--- src/rtl/cam_pkg.sv ---
// Shared constants, FSM state type and index helpers for the CAM dictionary encoder.
package cam_pkg;

  localparam int NB_MEM     = 16;
  localparam int SIZE_ADDR  = 4;
  localparam int CAM_IDX_W  = 5;
  localparam int CAM_DATA_W = 8;

  // Selects the live index bits of a CAM-width index; the pad bit is always 0.
  localparam logic [CAM_IDX_W-1:0] IDX_MASK = CAM_IDX_W'((1 << SIZE_ADDR) - 1);

  typedef enum logic [2:0] {
    IDLE,
    SEARCH,
    RESULT,
    WRITE,
    EMIT
  } state_t;

  function automatic logic [CAM_IDX_W-1:0] pad_idx(input logic [SIZE_ADDR-1:0] idx);
    return {{(CAM_IDX_W - SIZE_ADDR){1'b0}}, idx};
  endfunction

endpackage

--- src/rtl/cam_encoder.sv ---
// Dictionary encoder: searches the 16-entry byte CAM for each input byte, emits the
// index on a hit, or inserts the byte at a round-robin slot and emits it as new.
module cam_encoder
  import cam_pkg::*;
(
  input  logic                  clk,
  input  logic                  rst_n,
  input  logic                  in_valid,
  output logic                  in_ready,
  input  logic [CAM_DATA_W-1:0] in_byte,
  output logic                  out_valid,
  input  logic                  out_ready,
  output logic                  out_hit,
  output logic                  out_new,
  output logic [CAM_IDX_W-1:0]  out_idx,
  output logic [CAM_DATA_W-1:0] out_byte,
  output logic                  dict_full,
  output logic                  cam_enable,
  output logic                  cam_write,
  output logic [CAM_IDX_W-1:0]  cam_addr,
  output logic [CAM_DATA_W-1:0] cam_data,
  input  logic [CAM_IDX_W-1:0]  cam_out,
  input  logic                  cam_found
);

  state_t                  state, state_nx;
  logic [CAM_DATA_W-1:0]   cur_byte;
  logic [SIZE_ADDR-1:0]    alloc_ptr;
  logic                    accept;

  assign in_ready  = (state == IDLE);
  assign out_valid = (state == EMIT);
  assign accept    = in_valid && in_ready;

  always_ff @(posedge clk or negedge rst_n) begin
    if (!rst_n) state <= IDLE;
    else        state <= state_nx;
  end

  always_comb begin
    // NOTE: every signal driven here gets a default first, otherwise paths that
    // skip an assignment would infer a latch.
    state_nx   = state;
    cam_enable = 1'b0;
    cam_write  = 1'b0;
    cam_addr   = '0;
    cam_data   = '0;
    unique case (state)
      // Zero bytes bypass the CAM: its reset contents are all-zero and would falsely match.
      IDLE:    if (accept) state_nx = (in_byte == '0) ? EMIT : SEARCH;
      SEARCH: begin
        cam_enable = 1'b1;
        cam_data   = cur_byte;
        state_nx   = RESULT;
      end
      RESULT:  state_nx = cam_found ? EMIT : WRITE;
      WRITE: begin
        cam_write = 1'b1;
        cam_addr  = pad_idx(alloc_ptr);
        cam_data  = cur_byte;
        state_nx  = EMIT;
      end
      EMIT:    if (out_ready) state_nx = IDLE;
      default: state_nx = IDLE;
    endcase
  end

  // Code fields are loaded on entry to EMIT and then held until the next code.
  always_ff @(posedge clk or negedge rst_n) begin
    if (!rst_n) begin
      cur_byte  <= '0;
      alloc_ptr <= '0;
      dict_full <= 1'b0;
      out_hit   <= 1'b0;
      out_new   <= 1'b0;
      out_idx   <= '0;
      out_byte  <= '0;
    end else begin
      // NOTE: non-blocking assignments so every register here samples pre-edge values.
      if (accept) begin
        cur_byte <= in_byte;
        if (in_byte == '0) begin
          out_hit  <= 1'b0;
          out_new  <= 1'b0;
          out_idx  <= '0;
          out_byte <= in_byte;
        end
      end
      if (state == RESULT && cam_found) begin
        out_hit  <= 1'b1;
        out_new  <= 1'b0;
        out_idx  <= cam_out & IDX_MASK;
        out_byte <= cur_byte;
      end
      if (state == WRITE) begin
        out_hit   <= 1'b0;
        out_new   <= 1'b1;
        out_idx   <= pad_idx(alloc_ptr);
        out_byte  <= cur_byte;
        alloc_ptr <= alloc_ptr + SIZE_ADDR'(1);
        if (alloc_ptr == SIZE_ADDR'(NB_MEM - 1)) dict_full <= 1'b1;
      end
    end
  end

endmodule
--- config.mk ---
export PLATFORM = sky130hd
export DESIGN_NAME = cam_encoder
export DESIGN_NICKNAME = d
export VERILOG_FILES = /design/src/rtl/cam_pkg.sv /design/src/rtl/cam_encoder.sv
export SDC_FILE = /design/constraint.sdc
export NUM_CORES = 1
export LEC_CHECK = 0
export ABC_AREA = 1
export BUFFER_PORTS_ARGS = -buffer_cell sky130_fd_sc_hd__buf_2
export CAP_MARGIN = 25
export CORE_MARGIN = 2
export CORE_UTILIZATION = 53
export CTS_CLUSTER_DIAMETER = 200
export DETAILED_ROUTE_END_ITERATION = 6
export GPL_TIMING_DRIVEN = 0
export HOLD_SLACK_MARGIN = 0.05
export PLACE_DENSITY = 0.84
export SYNTH_ARGS = -nofsm -noshare
export SYNTH_HDL_FRONTEND = slang
export SYNTH_SLANG_ARGS = --single-unit
export TNS_END_PERCENT = 30
--- constraint.sdc ---
create_clock -name clk -period 2.56 [get_ports clk]
set_input_delay 0.256 -clock clk [delete_from_list [all_inputs] [get_ports clk]]
set_output_delay 0.256 -clock clk [all_outputs]
set_load 0.005 [all_outputs]
# Yosys cells after proc, flatten, opt, wreduce, memory -nomap -nowiden
# Index checks and enable logic that the tools add are counted.
# Widths: inputs -> output; s select.
# totals
register_bits	31
out_inout_bits	33
# classes
n_addsub	1
eq_ne	7
muxes	23
n_reduce_logical	10
# ops
op	n
$mux 8	5
$mux 5	4
$pmux 3 s5	1
$mux 3	4
$logic_not 8->1	1
$mux 1	8
$eq 3x2->1 const B	2
$reduce_and 2->1	3
$reduce_bool 3->1	2
$add 4x1->4 const B	1
$eq 4x4->1 const B	1
$mux 4	1
$ne 2x1->1 const B	2
$eq 3x1->1 const B	1
$eq 3x3->1 const B	1
$logic_not 3->1	1
$logic_and 1x1->1	2
$reduce_or 2->1	1

# Longest topological paths before layout
# depth
depth_word	5
depth_mapped	8

# Least setup slack after synthesis
# Ideal clock, no wire load.
# synth_path
kind	register to register
startpoint	register state[0]
endpoint	register out_byte[6]
setup_time_ns	0.117
t_arrival_ns	1.120
t_required_ns	2.443
slack_ns	1.323
path_stages_with_launch	8
path_buffers	1
cell_sequence	dfrtp_1 -> nor2_2 -> nand2_2 -> nor2_8 -> nand2_4 -> buf_6 -> nand3_1 -> nand2_1
# synth_between
elab_chain_cells	4
# synth_rtl
element	line_no	rtl
from (decl)	cam_encoder.sv:26	state_t state, state_nx;
from (signal assigned)	cam_encoder.sv:37	else state <= state_nx;
$eq 3x2->1 / $logic_not 3->1 (equally long branches)	cam_encoder.sv:89, cam_encoder.sv:31	
$logic_and 1x1->1 (on tied branches)	cam_encoder.sv:89, cam_encoder.sv:33	
$reduce_bool 3->1 (no source line) / $mux 8 (equally long branches)	--	
$reduce_and 2->1 (no source line) / $mux 8 (equally long branches)	--	
to (signal assigned)	cam_encoder.sv:86	out_byte <= in_byte;
to (signal assigned)	cam_encoder.sv:93	out_byte <= cur_byte;
to (signal assigned)	cam_encoder.sv:99	out_byte <= cur_byte;
to (decl)	cam_encoder.sv:16	output logic [CAM_DATA_W-1:0] out_byte,
# Several ways; a longest one is shown, not always the timed one.
# A chain may end at the register's enable or synchronous reset.

# Worst setup path in the final report
# layout_path
startpoint	register state[2]
endpoint	output cam_addr[0]
# layout_between
elab_chain_cells	2
# layout_rtl
element	line_no	rtl
$eq 3x2->1	cam_encoder.sv:48	unique case (state)
$mux 4	cam_encoder.sv:48	
to (decl)	cam_encoder.sv:20	output logic [CAM_IDX_W-1:0] cam_addr,
# No other way between the ends.

==> flow_summary.ini <==
[run_status]
status = completed

[critical_path]
rr_startpoint = state[0]$_DFFE_PN0P_
startpoint_type = flip-flop
worstReg2RegEnd = out_hit$_DFFE_PN0P_
max_stage_delay_ps = 420
crit_path_max_fanout = 10
cpMaxStageDelayCell = dfrtp_1
critPathKind = flip-flop to output pin
reg2reg_slack_ps = 1170
worstPathRequired_ps = 2300
path_buf_inv = 4
arrival_ps = 1530
cp_top_family = buffers and inverters
crit_top_cell = nand2_1
rr_worst_depth = 7
critPathCaptureType = output pin
crit_chain = inv_1 > nand2_1 > nor2_1 > buf_4 > nand2_1 > inv_2 > buf_2

[clocking]
cts_root_buffer = clkbuf_4
h-tree-depth = 2
path_clk_slew_ps = 100
numCtsBuffers = 5
cts_tree = yes
worstSkewPairLatency_ps = 340
clock_sinks = 30
post_cts_buffers = 0
clock_path_buffers = 2
cts_hold_buf = 1
cts_resized = 0

[power_and_ir_drop]
powerDensity_nw_per_um2 = 1070
leakagePower_nw = 1.07
comb_power_share_pct = 42.4
switchingPower_mw = 0.778
p_sw_share_pct = 40.0
p_seq_share_pct = 42.1
peakVddDrop_mv = 0.800
intPower_mw = 1.16
clock_power_share_pct = 15.5

[min_path]
hold-path-cell-count = 3
min_to = cur_byte[3]$_DFFE_PN0P_
worstHoldPathType = input pin to flip-flop
hp-start = in_byte[3]

[sta]
rsz0062_at_grt = no
fin_crit_sh_pct = 69.9
fmax_mhz = 559
max-slew-margin-rel_pct = 57.5
worstMarginPinSlew_ps = 637
hold_violations = 0
fin_worst_skew_ps = 7.93
tns_ps = 0
setup_ws_ps = 771
finalMaxSlewViolations = 0
period_needed_ps = 1790
setup_viol = 0

[synth]
synth_xor_area_share_pct = 1.19
synth_cell_types = 26
yosys_register_bits = 30
yosys-mux-area-fraction_pct = 0
avgSynthCellArea_um2 = 8.48
ys_warn_count = 0
synthCells = 173
netlist_area_um2 = 1470
synth_top_family_by_area = simple AND/OR/NAND/NOR gates
ys_seq_area_share_pct = 51.2
synth-simple-area-share_pct = 28.6
synth_fa_ha_area_share_pct = 0.853
synth-compound-area-share_pct = 7.16

[cells_and_area]
nets = 248
layoutNonFillerInstCount = 261
register_area_um2 = 751
multiInputGateArea_um2 = 562
syn_to_final_growth_pct = 24.0
drive_gt1_share_pct = 34.8
fillers = 251
n_antenna_cell = 0

[global_route]
grtUsageTotal_pct = 21.3
first_global_vias = 1163
overflow = 0
grt_pass1_wl_mm = 5.11
grt_max_degree = 31
antenna_found_initial = 0

[route]
routed-via-count = 1287
drt_iter0_markers = 28
viasPerCell = 4.93
wirelength_mm = 2.93
drcViolationCount = 0
ant_nets = 0
drt-pass1-iter-count = 4
routedWlPerCell_um = 11.2

[place]
dp.cells = 252
dpl_worst_slack_ps = 1170
io_buffers = 47
dp_hpwl_mm = 2.26
place.gp.congestion = 0.761

[floorplan]
io_pins = 51
chipWidth_um = 56.6
dieArea_um2 = 3210
coreArea_um2 = 2690
die_y_um = 56.6
rows = 19
initial_utilization_pct = 54.6

[job]
cap_violations = 0
-- tightest hold or removal path, delay by kind of cell --
kind	cells	cell delay [ps]
compound gates	1	60
simple gates	1	40
buf+inv	1	80
-- through the flow --
stage          hold WS (ps)  total power [mW]  cell area [um2]  util (%)
6_report                138              1.94             1820      67.7
5_1_grt                 130              2.12             1820      67.7
4_1_cts                 127              1.96             1820      67.7
3_5_place_dp            321              1.66             1750      65.0
3_3_place_gp            319              1.63             1750      65.0
2_1_floorplan         -39.6              1.35             1470         -
-- registers in the layout (all words and copies together), names as in the netlist --
register and flops:
state 3, out_new 1, out_hit 1, out_byte 8, dict_full 1, alloc_ptr 4, out_idx 4, cur_byte 8
-- cell usage in the layout, fill, tap and decap left out, drive strengths merged --
cell         netlist  routed
o21bai             1       1
clkinvlp           0       1
ha                 1       1
dfrtp             30      30
o211ai             1       1
nand3             18      18
o21ai             16      16
xor2               1       1
conb               1       2
a21oi              1       1
clkinv             0       1
buf                7      54
nand3b             2       2
xnor2              1       1
nor3               1       1
nand2             44      44
inv               27      27
nor2              20      20
dlygate4sd3        0       1
clkbuf             1       7
-- kinds of logic (layout without fill, tap and decap cells) --
| group | count (synthesis) | after routing |
|---|---|---|
| other cells | 1 | 2 |
| xor+xnor | 2 | 2 |
| simple gates | 85 | 85 |
| flops | 30 | 30 |
| compound gates | 19 | 19 |
| fa+ha+maj | 1 | 1 |
| buf+inv | 35 | 91 |
-- final cells by class --
type / count / share of cell area, %
clock buffers: 6 / 2.82
well taps: 31 / 2.13
plain buffers: 8 / 3.16
repair buffers: 48 / 13.5
inverters: 27 / 5.57
flip-flops and latches: 30 / 41.3
clock inverters: 2 / 0.688
multi-input cells: 109 / 30.9
-- power by group through the flow --
stage          Clock [mW]  Combinational [mW]  Sequential [mW]
4_1_cts             0.309               0.835            0.820
2_1_floorplan           0               0.531            0.817
3_3_place_gp            0               0.804            0.823
6_report            0.300               0.824            0.818
5_1_grt             0.333               0.938            0.852
3_5_place_dp            0               0.831            0.830
-- per-layer routing --
layer	up-vias	GRT usage [%]	share of wire, %
met1	591	27.8	44
met4	0	9.86	2.7
met5	-	0	0
met3	9	7.37	6.8
li1	644	-	-
met2	43	32.1	46
-- cells in the mapped netlist --
| cell type | count | area share, % |
|---|---|---|
| nand2_1 | 42 | 11 |
| dfrtp_1 | 30 | 51 |
| inv_1 | 22 | 5.6 |
| nor2_1 | 18 | 4.6 |
| o21ai_1 | 12 | 4.1 |
| nand3_1 | 10 | 3.4 |
| nand3_2 | 8 | 5.5 |
| buf_4 | 5 | 2.6 |
| inv_2 | 5 | 1.3 |
| o21ai_0 | 4 | 1.4 |
| nand3b_1 | 2 | 1.0 |
| a21oi_1 | 1 | 0.34 |
| buf_2 | 1 | 0.34 |
| buf_6 | 1 | 0.77 |
| clkbuf_1 | 1 | 0.26 |
| conb_1 | 1 | 0.26 |
| ha_1 | 1 | 0.85 |
| nand2_2 | 1 | 0.43 |
| nand2_4 | 1 | 0.77 |
| nor2_2 | 1 | 0.43 |
| nor2_8 | 1 | 1.4 |
| nor3_1 | 1 | 0.34 |
| o211ai_2 | 1 | 0.85 |
| o21bai_1 | 1 | 0.51 |
| xnor2_1 | 1 | 0.60 |
| xor2_1 | 1 | 0.60 |
-- how the worst max path moves through the flow --
stage | start | to | slack, ps | cells past startpoint
6_report | state[2]$_DFFE_PN0P_ | cam_addr[0] | 770 | 7
3_3_place_gp | state[2]$_DFFE_PN0P_ | cam_data[7] | 1170 | 5
5_1_grt | state[2]$_DFFE_PN0P_ | cam_addr[0] | 620 | 7
3_5_place_dp | state[2]$_DFFE_PN0P_ | cam_addr[0] | 1170 | 7
4_1_cts | state[2]$_DFFE_PN0P_ | cam_addr[0] | 770 | 7
2_1_floorplan | state[0]$_DFFE_PN0P_ | out_byte[6]$_DFFE_PN0P_ | 1320 | 7
(Power assumes the default switching activity.)
